## src/rtl/uart_tx_fifo_feeder.sv

```systemverilog
// Byte FIFO that feeds a downstream UART transmitter one frame at a time.
// A small FSM pops a byte, holds it on Senddat with TxEn high until Doneflg, then idles one gap cycle.
module uart_tx_fifo_feeder #(
  parameter int DEPTH = 16,
  parameter int AW    = 4
) (
  input  logic          CLK,
  input  logic          RST,
  input  logic          WrEn,
  input  logic [7:0]    WrData,
  input  logic          Flush,
  input  logic          Doneflg,
  output logic          TxEn,
  output logic [7:0]    Senddat,
  output logic          Full,
  output logic          Empty,
  output logic [AW:0]   Count,
  output logic          Busy,
  output logic          Overflow
);

  typedef enum logic [1:0] {IDLE, LOAD, SEND, GAP} state_t;

  state_t        state_q, state_d;
  logic [AW-1:0] wr_ptr_q, wr_ptr_d;
  logic [AW-1:0] rd_ptr_q, rd_ptr_d;
  logic [AW:0]   count_q, count_d;
  logic          full_q, full_d;
  logic          empty_q, empty_d;
  logic          txen_q, txen_d;
  logic          ovf_q, ovf_d;
  logic [7:0]    senddat_q, senddat_d;
  logic [7:0]    mem_q [DEPTH];
  logic          pop;
  logic          wr_acc;

  always_comb begin
    state_d   = state_q;
    txen_d    = txen_q;
    senddat_d = senddat_q;
    pop       = 1'b0;
    case (state_q)
      IDLE: if (!empty_q) state_d = LOAD;
      LOAD: begin
        // A flush on the way into LOAD can leave nothing to pop.
        if (!empty_q) begin
          pop       = 1'b1;
          senddat_d = mem_q[rd_ptr_q];
          txen_d    = 1'b1;
          state_d   = SEND;
        end else begin
          state_d = IDLE;
        end
      end
      SEND: begin
        if (Doneflg) begin
          txen_d  = 1'b0;
          state_d = GAP;
        end
      end
      GAP:     state_d = empty_q ? IDLE : LOAD;
      default: state_d = IDLE;
    endcase
  end

  always_comb begin
    wr_acc   = WrEn && !full_q && !Flush;
    wr_ptr_d = wr_ptr_q;
    rd_ptr_d = rd_ptr_q;
    count_d  = count_q;
    ovf_d    = ovf_q;
    if (Flush) begin
      wr_ptr_d = '0;
      rd_ptr_d = '0;
      count_d  = '0;
      ovf_d    = 1'b0;
    end else begin
      wr_ptr_d = wr_ptr_q + AW'(wr_acc);
      rd_ptr_d = rd_ptr_q + AW'(pop);
      count_d  = count_q + (AW+1)'(wr_acc) - (AW+1)'(pop);
      ovf_d    = ovf_q | (WrEn & full_q);
    end
    full_d  = (count_d == (AW+1)'(DEPTH));
    empty_d = (count_d == '0);
  end

  always_ff @(posedge CLK) begin
    if (RST) begin
      state_q   <= IDLE;
      wr_ptr_q  <= '0;
      rd_ptr_q  <= '0;
      count_q   <= '0;
      full_q    <= 1'b0;
      empty_q   <= 1'b1;
      txen_q    <= 1'b0;
      ovf_q     <= 1'b0;
      senddat_q <= 8'h00;
    end else begin
      state_q   <= state_d;
      wr_ptr_q  <= wr_ptr_d;
      rd_ptr_q  <= rd_ptr_d;
      count_q   <= count_d;
      full_q    <= full_d;
      empty_q   <= empty_d;
      txen_q    <= txen_d;
      ovf_q     <= ovf_d;
      senddat_q <= senddat_d;
    end
  end

  // Storage is not reset; the pointers define what is valid.
  always_ff @(posedge CLK) begin
    if (wr_acc && !RST) mem_q[wr_ptr_q] <= WrData;
  end

  assign TxEn     = txen_q;
  assign Senddat  = senddat_q;
  assign Full     = full_q;
  assign Empty    = empty_q;
  assign Count    = count_q;
  assign Busy     = (state_q != IDLE);
  assign Overflow = ovf_q;

endmodule

```

## config.mk

```make
export PLATFORM = sky130hd
export DESIGN_NAME = uart_tx_fifo_feeder
export DESIGN_NICKNAME = d
export VERILOG_FILES = /design/src/rtl/uart_tx_fifo_feeder.sv
export SDC_FILE = /design/constraint.sdc
export NUM_CORES = 1
export LEC_CHECK = 0
export CORE_MARGIN = 10
export CORE_UTILIZATION = 40
export DETAILED_ROUTE_END_ITERATION = 8
export PLACE_DENSITY = 0.64
export SLEW_MARGIN = 10
export SYNTH_ARGS = -nofsm -noshare
export SYNTH_HDL_FRONTEND = slang
export SYNTH_SLANG_ARGS = --single-unit
```

## constraint.sdc

```tcl
create_clock -name CLK -period 7.8 [get_ports CLK]
set_input_delay 0.78 -clock CLK [delete_from_list [all_inputs] [get_ports CLK]]
set_output_delay 0.78 -clock CLK [all_outputs]
set_load 0.02 [all_outputs]
```

==> impl_metrics.tcl, run 1 <==
set metrics [dict create \
    status "complete, no violations" \
    worst_clock_skew_ps 10.4 \
    multi_input_area_sq_um 1700 \
    grt_busiest_layer "met2" \
    intPower_mw 1.41 \
    clk_latency_ps 420 \
    fin_crit_sh 0.418 \
    hpwl_microns 8150 \
    syn_to_final_growth_pct 16.9 \
    grt_pass1_wl_microns 19800 \
    fill_cells 1314 \
    cp_max_fo 5 \
    drc 0 \
    cts_made_buffers 17 \
    syn_area_sq_um 6230 \
    crit_type "in -> reg" \
    grt_max_degree 66 \
    cts_setup_buffers 0 \
    first_pass_iters 4 \
    syn_avg_cell_area_sq_um 15.3 \
    synth_cell_types 39 \
    final_cells 640 \
    setup_ws_ps 4540 \
    dieArea_sq_um 21000 \
    yosysWarnings 0 \
    start_util 0.410 \
    routedWlPerCell_microns 19.6 \
    cts_buffer_depth 2 \
    clockPowerShare 0.459 \
    tns_ps 0 \
    pwr-share-comb 0.025 \
    power.share.switching 0.195 \
    crit_family "simple AND/OR/NAND/NOR gates" \
    layout-drive-gt1-share 0.0951 \
    worstMarginPinSlew_ps 1160 \
    core_sq_um 15200 \
    cts_resized 0 \
    row_count 45 \
    final-max-slew-violation-count 0 \
    cp.required_ps 8120 \
    routed_wl_microns 12600 \
    worst_setup_path_end_kind "flip-flop" \
    grt.met2_usage 0.197 \
    ctsHtreeMaxLevel 4 \
    cellLeakagePower_nw 2.27 \
    pwr-share-seq 0.516 \
    fmax_ghz 0.307 \
    pre_cts_slack_ps 4100 \
    grt_util_met3 0.0489 \
    overflow 0 \
    cpPeakStageDelay_ps 490 \
    hold_violations 0 \
    cts_root_buffer "clkbuf_16" \
    drt.antenna.violating_nets 0 \
    num_io_pins 31 \
    yosysSeqAreaShare 0.704 \
    die_h_microns 145 \
    synth_area_leader_cell "edfxtp_1" \
    path_clk_slew_ps 60 \
    cts_tree "done" \
    antenna_found_initial 0 \
    regArea_sq_um 4390 \
    drt_iter0_markers 249 \
    vias 3369 \
    post-route-util 0.479 \
    synth_cells 408 \
    io_buffers 30 \
    fin_nets 460 \
    synthTopCellsByArea "edfxtp_1 62%, mux2i_1 10%, dfxtp_1 8.7%" \
    cp.arrival_ps 3580 \
    place_area_sq_um 6690 \
    max_cap_viol_count 0 \
    routed_via_density 5.26 \
    p_sw_mw 0.341 \
    gp_congestion 0.817 \
    dieWidth_microns 145 \
    critical_path.cell_chain "clkdlybuf4s50_1 > or3b_1 > xnor2_1 > ha_1 > inv_1 > fa_1 > xnor2_1 > nor4bb_1 > mux2i_1 > a2111oi_2" \
    synth_seq_cells 155 \
    cp_slowest_cell "or3b_1" \
    syn_nets 429 \
    peakVddDrop_uv 172 \
    slew_headroom 0.230 \
    p_total_mw 1.75 \
    setup_violations 0 \
    cp-start-kind "primary input" \
    worstHoldPathType "reg -> reg" \
    final.min_clock_period_ps 3260 \
    netlist.area_leader.share 0.617 \
    grtUsageTotal 0.129 \
    cp_num_buf_inv 2 \
    dp_cells 608 \
    critical_path.most_common_cell "xnor2_1" \
    antenna_cells 0 \
    rsz0062_at_grt "no" \
    clock_sinks 155 \
    met1_usage 0.161 \
    hold_buffers 0 \
    grt_pass1_vias 3563 \
    power_density_nw_per_um2 240 \
    final_area_sq_um 7280 \
    hold_ws_ps 486 \
]
==> registers in the layout, summed over array words and instances (netlist names), named ones only <==
| name | count |
|---|---|
| state_q | 1 |
| wr_ptr_q | 4 |
| Senddat | 8 |
| TxEn | 1 |
| Count | 5 |
| Full | 1 |
| rd_ptr_q | 4 |
| Empty | 1 |
| mem_q | 128 |
| Overflow | 1 |
==> layer usage <==
metal / vias to the layer above / wire [microns]
li1: 1625 / -
met1: 1643 / 5500
met2: 85 / 5980
met3: 16 / 881
met4: 0 / 201
met5: - / 0
==> power groups by stage <==
stage               clock, mW  sequential (mW)  combinational, mW
global placement            0            0.919             0.0432
CTS                     0.813            0.901             0.0449
detailed placement          0            0.919             0.0448
global route            0.858            0.901             0.0487
floorplan                   0            0.920             0.0165
finish                  0.803            0.901             0.0440
==> cell usage in the layout, fill, tap and decap left out, types with 4 or more instances in the layout <==
cell type        Yosys  routed
a21oi_1              6       6
a22oi_1             32      32
and2_1               7       7
clkbuf_16            0      19
clkdlybuf4s50_1      0      30
clkinv_2             0       5
dfxtp_1             27      26
edfxtp_1           128     128
ha_1                 7       7
inv_1               10      10
mux2i_1             65      65
nand2_1             11      11
nand2b_1            11      11
nand3_1             10      10
nor2_1              27      26
nor3_1               4       4
o221ai_1             8       8
xnor2_1              5       5
xor2_1               4       4
==> area by class of cell <==
cell class	instances	share of cell area
repair buffers	33	0.0444
inverters	10	0.00516
clock buffers	22	0.0696
flip-flops and latches	155	0.603
clock inverters	10	0.0113
well taps	188	0.0323
multi-input cells	222	0.234
==> tightest hold or removal path: cells and delay by family, from the launching register on <==
kind               cells  cell delay [ps]
AOI/OAI and AO/OA      1               40
DFF                    1              340
and+or+nand+nor        1               70
==> cell families after synthesis <==
family	share of synthesized area
compound gates	0.0629
simple gates	0.0760
flops	0.704
mux	0.104
fa+ha+maj	0.0173
xor+xnor	0.0127
buf+inv	0.0227
==> cell usage after synthesis <==
cell type / number
inv_1: 10
mux2i_1: 65
buf_4: 4
nor3b_1: 1
nand3b_1: 3
xor2_1: 4
nor3b_2: 1
nor4bb_1: 1
fa_1: 1
edfxtp_1: 128
o31ai_1: 1
nor3_2: 1
a21o_1: 1
or4_4: 1
nor2b_1: 3
nor2_1: 27
or3b_1: 1
nand2_1: 11
a2111oi_2: 1
nand4_1: 1
nor4_2: 1
dfxtp_1: 27
ha_1: 7
o21ai_0: 1
xnor2_1: 5
nor4b_1: 1
a311oi_1: 1
and2_1: 7
buf_2: 8
and3_1: 1
nor3_1: 4
o221ai_1: 8
nand2b_1: 11
a22oi_1: 32
clkbuf_1: 9
or2_2: 2
nand3_1: 10
a21boi_0: 1
a21oi_1: 6
==> final timing paths <==
kind / startpoint / endpoint / slack [ps] / depth (start not counted)
worst max-delay path: Flush / Full / 4540 / 10
worst min register to register: Overflow / Overflow / 490 / 2
worst min-delay path: Overflow / Overflow / 490 / 2
worst max register to register: Full / Full / 5060 / 9
No activity file was read; power rests on OpenSTA's default activity.
==> run 2, diff against run 1 <==
PLACE_DENSITY = 0.66   (was 0.64)
clock period = 2.95 ns   (was 7.8 ns; I/O delays follow)
==> run 2 against run 1 <==
Wire length fell by 1.1%. Critical path depth is the same. Power rose to 2.7 times the previous value. Clock-buffer cell count decreased by 4. Clock skew is 2.3 ps lower. Worst hold slack got worse by 4.1 ps. First-iteration DRC count decreased by 1.6%. Critical path type unchanged. Highest routed layer unchanged.
==> impl_metrics.tcl, run 2 (synthesized netlist as in run 1, its figures left out) <==
set metrics [dict create \
    cp.required_ps 3270 \
    power_density_nw_per_um2 628 \
    path_clk_slew_ps 60 \
    rrSetupSlack_ps 250 \
    slew_headroom 0.451 \
    routedWlPerCell_microns 18.6 \
    die_h_microns 145 \
    drt.antenna.violating_nets 0 \
    antenna_found_initial 0 \
    syn_to_final_growth_pct 20.4 \
    max_cap_viol_count 0 \
    cts_root_buffer "clkbuf_16" \
    fin_crit_sh 0.925 \
    hold_violations 0 \
    crit_type "in -> reg" \
    fmax_ghz 0.366 \
    cts_resized 0 \
    fin_nets 486 \
    start_util 0.410 \
    ctsHtreeMaxLevel 4 \
    clk_latency_ps 420 \
    drt_iter0_markers 245 \
    cp.arrival_ps 3050 \
    drc 0 \
    row_count 45 \
    largest_reg_flops 128 \
    first_pass_iters 6 \
    dieWidth_microns 145 \
    mostFrequentLayoutCells "128 x edfxtp_1, 65 x mux2i_1, 32 x a22oi_1" \
    grt_max_degree 37 \
    cellLeakagePower_nw 2.40 \
    worstHoldPathType "reg -> reg" \
    p_total_mw 4.71 \
    worstMarginPinSlew_ps 824 \
    routed_wl_microns 12400 \
    io_buffers 30 \
    final.min_clock_period_ps 2730 \
    final-max-slew-violation-count 0 \
    setup_violations 0 \
    peakVddDrop_uv 456 \
    grtUsageTotal 0.126 \
    dieArea_sq_um 21000 \
    regMostFlops "mem_q" \
    overflow 0 \
    hold_buffers 0 \
    worst_clock_skew_ps 8.04 \
    cp_max_fo 3 \
    layout-drive-gt1-share 0.134 \
    grt_pass1_wl_microns 19500 \
    status "complete, no violations" \
    num_io_pins 31 \
    grt_pass1_vias 3591 \
    clock_sinks 155 \
    rsz0062_at_grt "no" \
    cts_setup_buffers 0 \
    routed_via_density 5.24 \
    fill_cells 1297 \
    cts_made_buffers 17 \
    cts_tree "done" \
    post-route-util 0.493 \
    worst_setup_path_end_kind "flip-flop" \
    vias 3492 \
    cts_buffer_depth 2 \
    final_common_cell "edfxtp_1" \
    antenna_cells 0 \
    cp-start-kind "primary input" \
    hpwl_microns 8140 \
    core_sq_um 15200 \
    gp_congestion 0.755 \
]
-- run 2: cell types whose count changed in the layout (fill, tap and decap cells not counted) --
cell        delta
buf_4         +25
clkinv_1       +4
bufinv_16      +3
clkinv_2       -3
inv_4          -3
clkbuf_16      -2
clkbuf_8       -2
clkinvlp_4     +2
buf_12         +1
clkinv_4       +1
nor2_1         +1
nor2_2         -1
-- run 2: worst paths after layout --
| path | startpoint | end | cells after the start |
|---|---|---|---|
| min reg2reg | Overflow | Overflow | 2 |
| max | WrEn | Full | 10 |
| max reg2reg | Full | Full | 9 |
| min | Overflow | Overflow | 2 |
-- run 2: area by class of cell --
class | instances | area, sq um | share of cell area
sequential | 155 | 4390 | 0.585
multi-input combinational | 222 | 1700 | 0.227
timing repair buffer | 59 | 531 | 0.0707
clock buffer | 18 | 429 | 0.0572
tap | 188 | 235 | 0.0314
clock inverter | 14 | 178 | 0.0237
inverter | 10 | 37.5 | 0.00501
-- run 2: where the power goes --
group	switching (mW)	total, mW	internal [mW]	leakage [nW]
Sequential	0.00668	2.38	2.38	1.37
Combinational	0.0685	0.116	0.0474	0.740
Clock	0.809	2.21	1.40	0.290
-- run 2: critical path: stages --
cell and delay (ps):
clkdlybuf4s50_1 470, or3b_1 390, xnor2_1 170, ha_1 190, inv_1 50, fa_1 400
xnor2_1 180, nor4bb_1 320, mux2i_1 190, a2111oi_2 370
-- run 2: per-layer routing --
layer	vias up	wire length (microns)	GRT usage
li1	1674	-	-
met1	1716	5470	0.157
met2	87	5970	0.199
met3	15	754	0.0372
met4	0	224	0.0585
met5	-	0	0
-- run 2: per-stage QoR --
stage               std cells  TNS [ps]  hold slack, ps  cell area (sq um)  setup slack [ps]
floorplan                 408         0             394               6230               400
global placement          634     -18.6             467               6890             -18.6
detailed placement        634      -153             474               6890              -153
CTS                       666         0             475               7500               250
global route              666         0             515               7500               103
finish                    666         0             482               7500               221
==> run 3, diff against run 2 <==
ABC_CLOCK_PERIOD_IN_PS = 2430   (was unset)
clock period = 2.43 ns   (was 2.95 ns; I/O delays follow)
==> run 3 against run 2 <==
The run now ends with negative setup slack left. Wire length up 5.1%. Register-to-register slack worse by 350 ps. Die area unchanged. Non-clock buffer count up 11. Critical path type unchanged.
==> impl_metrics.tcl, run 3 (synthesized netlist as in run 1, its figures left out) <==
set metrics [dict create \
    status "finished with violations" \
    violations "negative setup slack" \
    power_density_nw_per_um2 738 \
    cts_tree "done" \
    pwr-share-comb 0.029 \
    final.min_clock_period_ps 2540 \
    hold_buffers 0 \
    antenna_found_initial 0 \
    max_cap_viol_count 0 \
    path_clk_slew_ps 60 \
    p_total_mw 5.62 \
    layout-drive-gt1-share 0.182 \
    routed_wl_microns 13100 \
    core_sq_um 15200 \
    cp.arrival_ps 2850 \
    cts_made_buffers 17 \
    dieWidth_microns 145 \
    first_pass_iters 4 \
    fill_cells 1251 \
    cellLeakagePower_nw 2.49 \
    p_sw_mw 1.08 \
    dieArea_sq_um 21000 \
    final-max-slew-violation-count 0 \
    start_util 0.410 \
    clock_sinks 155 \
    io_buffers 30 \
    mostFrequentLayoutCells "128 x edfxtp_1, 65 x mux2i_1, 39 x buf_4" \
    grtUsageTotal 0.132 \
    cts_buffer_depth 2 \
    routedWlPerCell_microns 19.3 \
    drt.antenna.violating_nets 0 \
    fin_nets 497 \
    row_count 45 \
    hpwl_microns 8640 \
    peakVddDrop_uv 523 \
    power.share.switching 0.192 \
    drc 0 \
    gp_congestion 0.843 \
    drt_iter0_markers 236 \
    worst_clock_skew_ps 9.44 \
    clockPowerShare 0.456 \
    grt_max_degree 33 \
    clk_latency_ps 420 \
    setup_violations 2 \
    cp_max_fo 3 \
    pwr-share-seq 0.515 \
    cp-start-kind "primary input" \
    slew_headroom 0.596 \
    die_h_microns 145 \
    final_area_sq_um 7610 \
    overflow 0 \
    rsz0062_at_grt "yes" \
    worstMarginPinSlew_ps 604 \
    ctsHtreeMaxLevel 4 \
    cp.required_ps 2740 \
    worst_setup_path_end_kind "flip-flop" \
    pre_cts_slack_ps -568 \
    fin_crit_sh 1.05 \
    routed_via_density 5.37 \
    intPower_mw 4.54 \
    hold_violations 0 \
    worstHoldPathType "in -> reg" \
    tns_ps -189 \
    final_common_cell "edfxtp_1" \
    place_area_sq_um 6970 \
    num_io_pins 31 \
    crit_type "in -> reg" \
    setup_ws_ps -110 \
    grt_pass1_vias 3799 \
    grt_pass1_wl_microns 20500 \
    fmax_ghz 0.394 \
    cts_root_buffer "clkbuf_16" \
    regMostFlops "mem_q" \
    antenna_cells 0 \
    hold_ws_ps 458 \
    largest_reg_flops 128 \
    syn_to_final_growth_pct 22.3 \
    vias 3633 \
]
-- run 3: cell count changes in the layout (fill, tap and decap cells not counted), moves of 2 or more --
cell / delta
buf_4: +11
bufinv_16: -4
clkbuf_16: +4
clkinv_1: -4
clkinv_2: +4
clkinvlp_4: -2
inv_4: +2
xnor2_1: -2
xnor2_2: +2
-- run 3: timing repair --
action / CTS / global route
endpoints found under the setup margin: 1 / 2
pin swaps: 3 / 1
gates resized for setup: 2 / 4
endpoints found under the hold margin: 0 / 0
buffers inserted: 1 / 0
-- run 3: cell type report --
cell class / count / area, sq um / share of cell area
Sequential cell: 155 / 4390 / 0.576
Multi-Input combinational cell: 222 / 1740 / 0.229
Timing Repair Buffer: 70 / 613 / 0.0805
Clock buffer: 23 / 547 / 0.0718
Tap cell: 188 / 235 / 0.0309
Clock inverter: 9 / 51.3 / 0.00674
Inverter: 10 / 37.5 / 0.00493
-- run 3: metrics by stage --
stage | util | instances
finish | 0.501 | 677
global route | 0.501 | 677
CTS | 0.499 | 677
detailed placement | 0.459 | 644
global placement | 0.459 | 644
floorplan | - | 408
-- run 3: layer usage --
| layer | routed length (microns) | track usage | up-vias |
|---|---|---|---|
| met5 | 0 | 0 | - |
| met4 | 295 | 0.0628 | 0 |
| met3 | 741 | 0.0385 | 21 |
| met2 | 6260 | 0.212 | 97 |
| met1 | 5760 | 0.162 | 1817 |
| li1 | - | - | 1698 |
-- run 3: worst max-delay path: stages --
cell	delay, ps
clkdlybuf4s50_1	480
or3b_4	410
xnor2_2	180
ha_2	200
inv_1	50
fa_2	370
xnor2_2	170
nor4bb_2	290
mux2i_1	140
a2111oi_2	310
-- run 3: path summary, 6_finish.rpt --
check | startpoint | to | slack (ps) | cells past startpoint
min reg2reg | Overflow | Overflow | 490 | 2
max reg2reg | Full | Full | -100 | 9
min | Doneflg | state_q[0] | 460 | 3
max | WrEn | Full | -110 | 10
-- run 3: power by group through the flow --
stage	logic, mW	registers [mW]	clock network (mW)
floorplan	0.0533	2.95	0
global placement	0.145	2.95	0
detailed placement	0.152	2.95	0
CTS	0.160	2.89	2.61
global route	0.179	2.89	2.73
finish	0.164	2.89	2.56
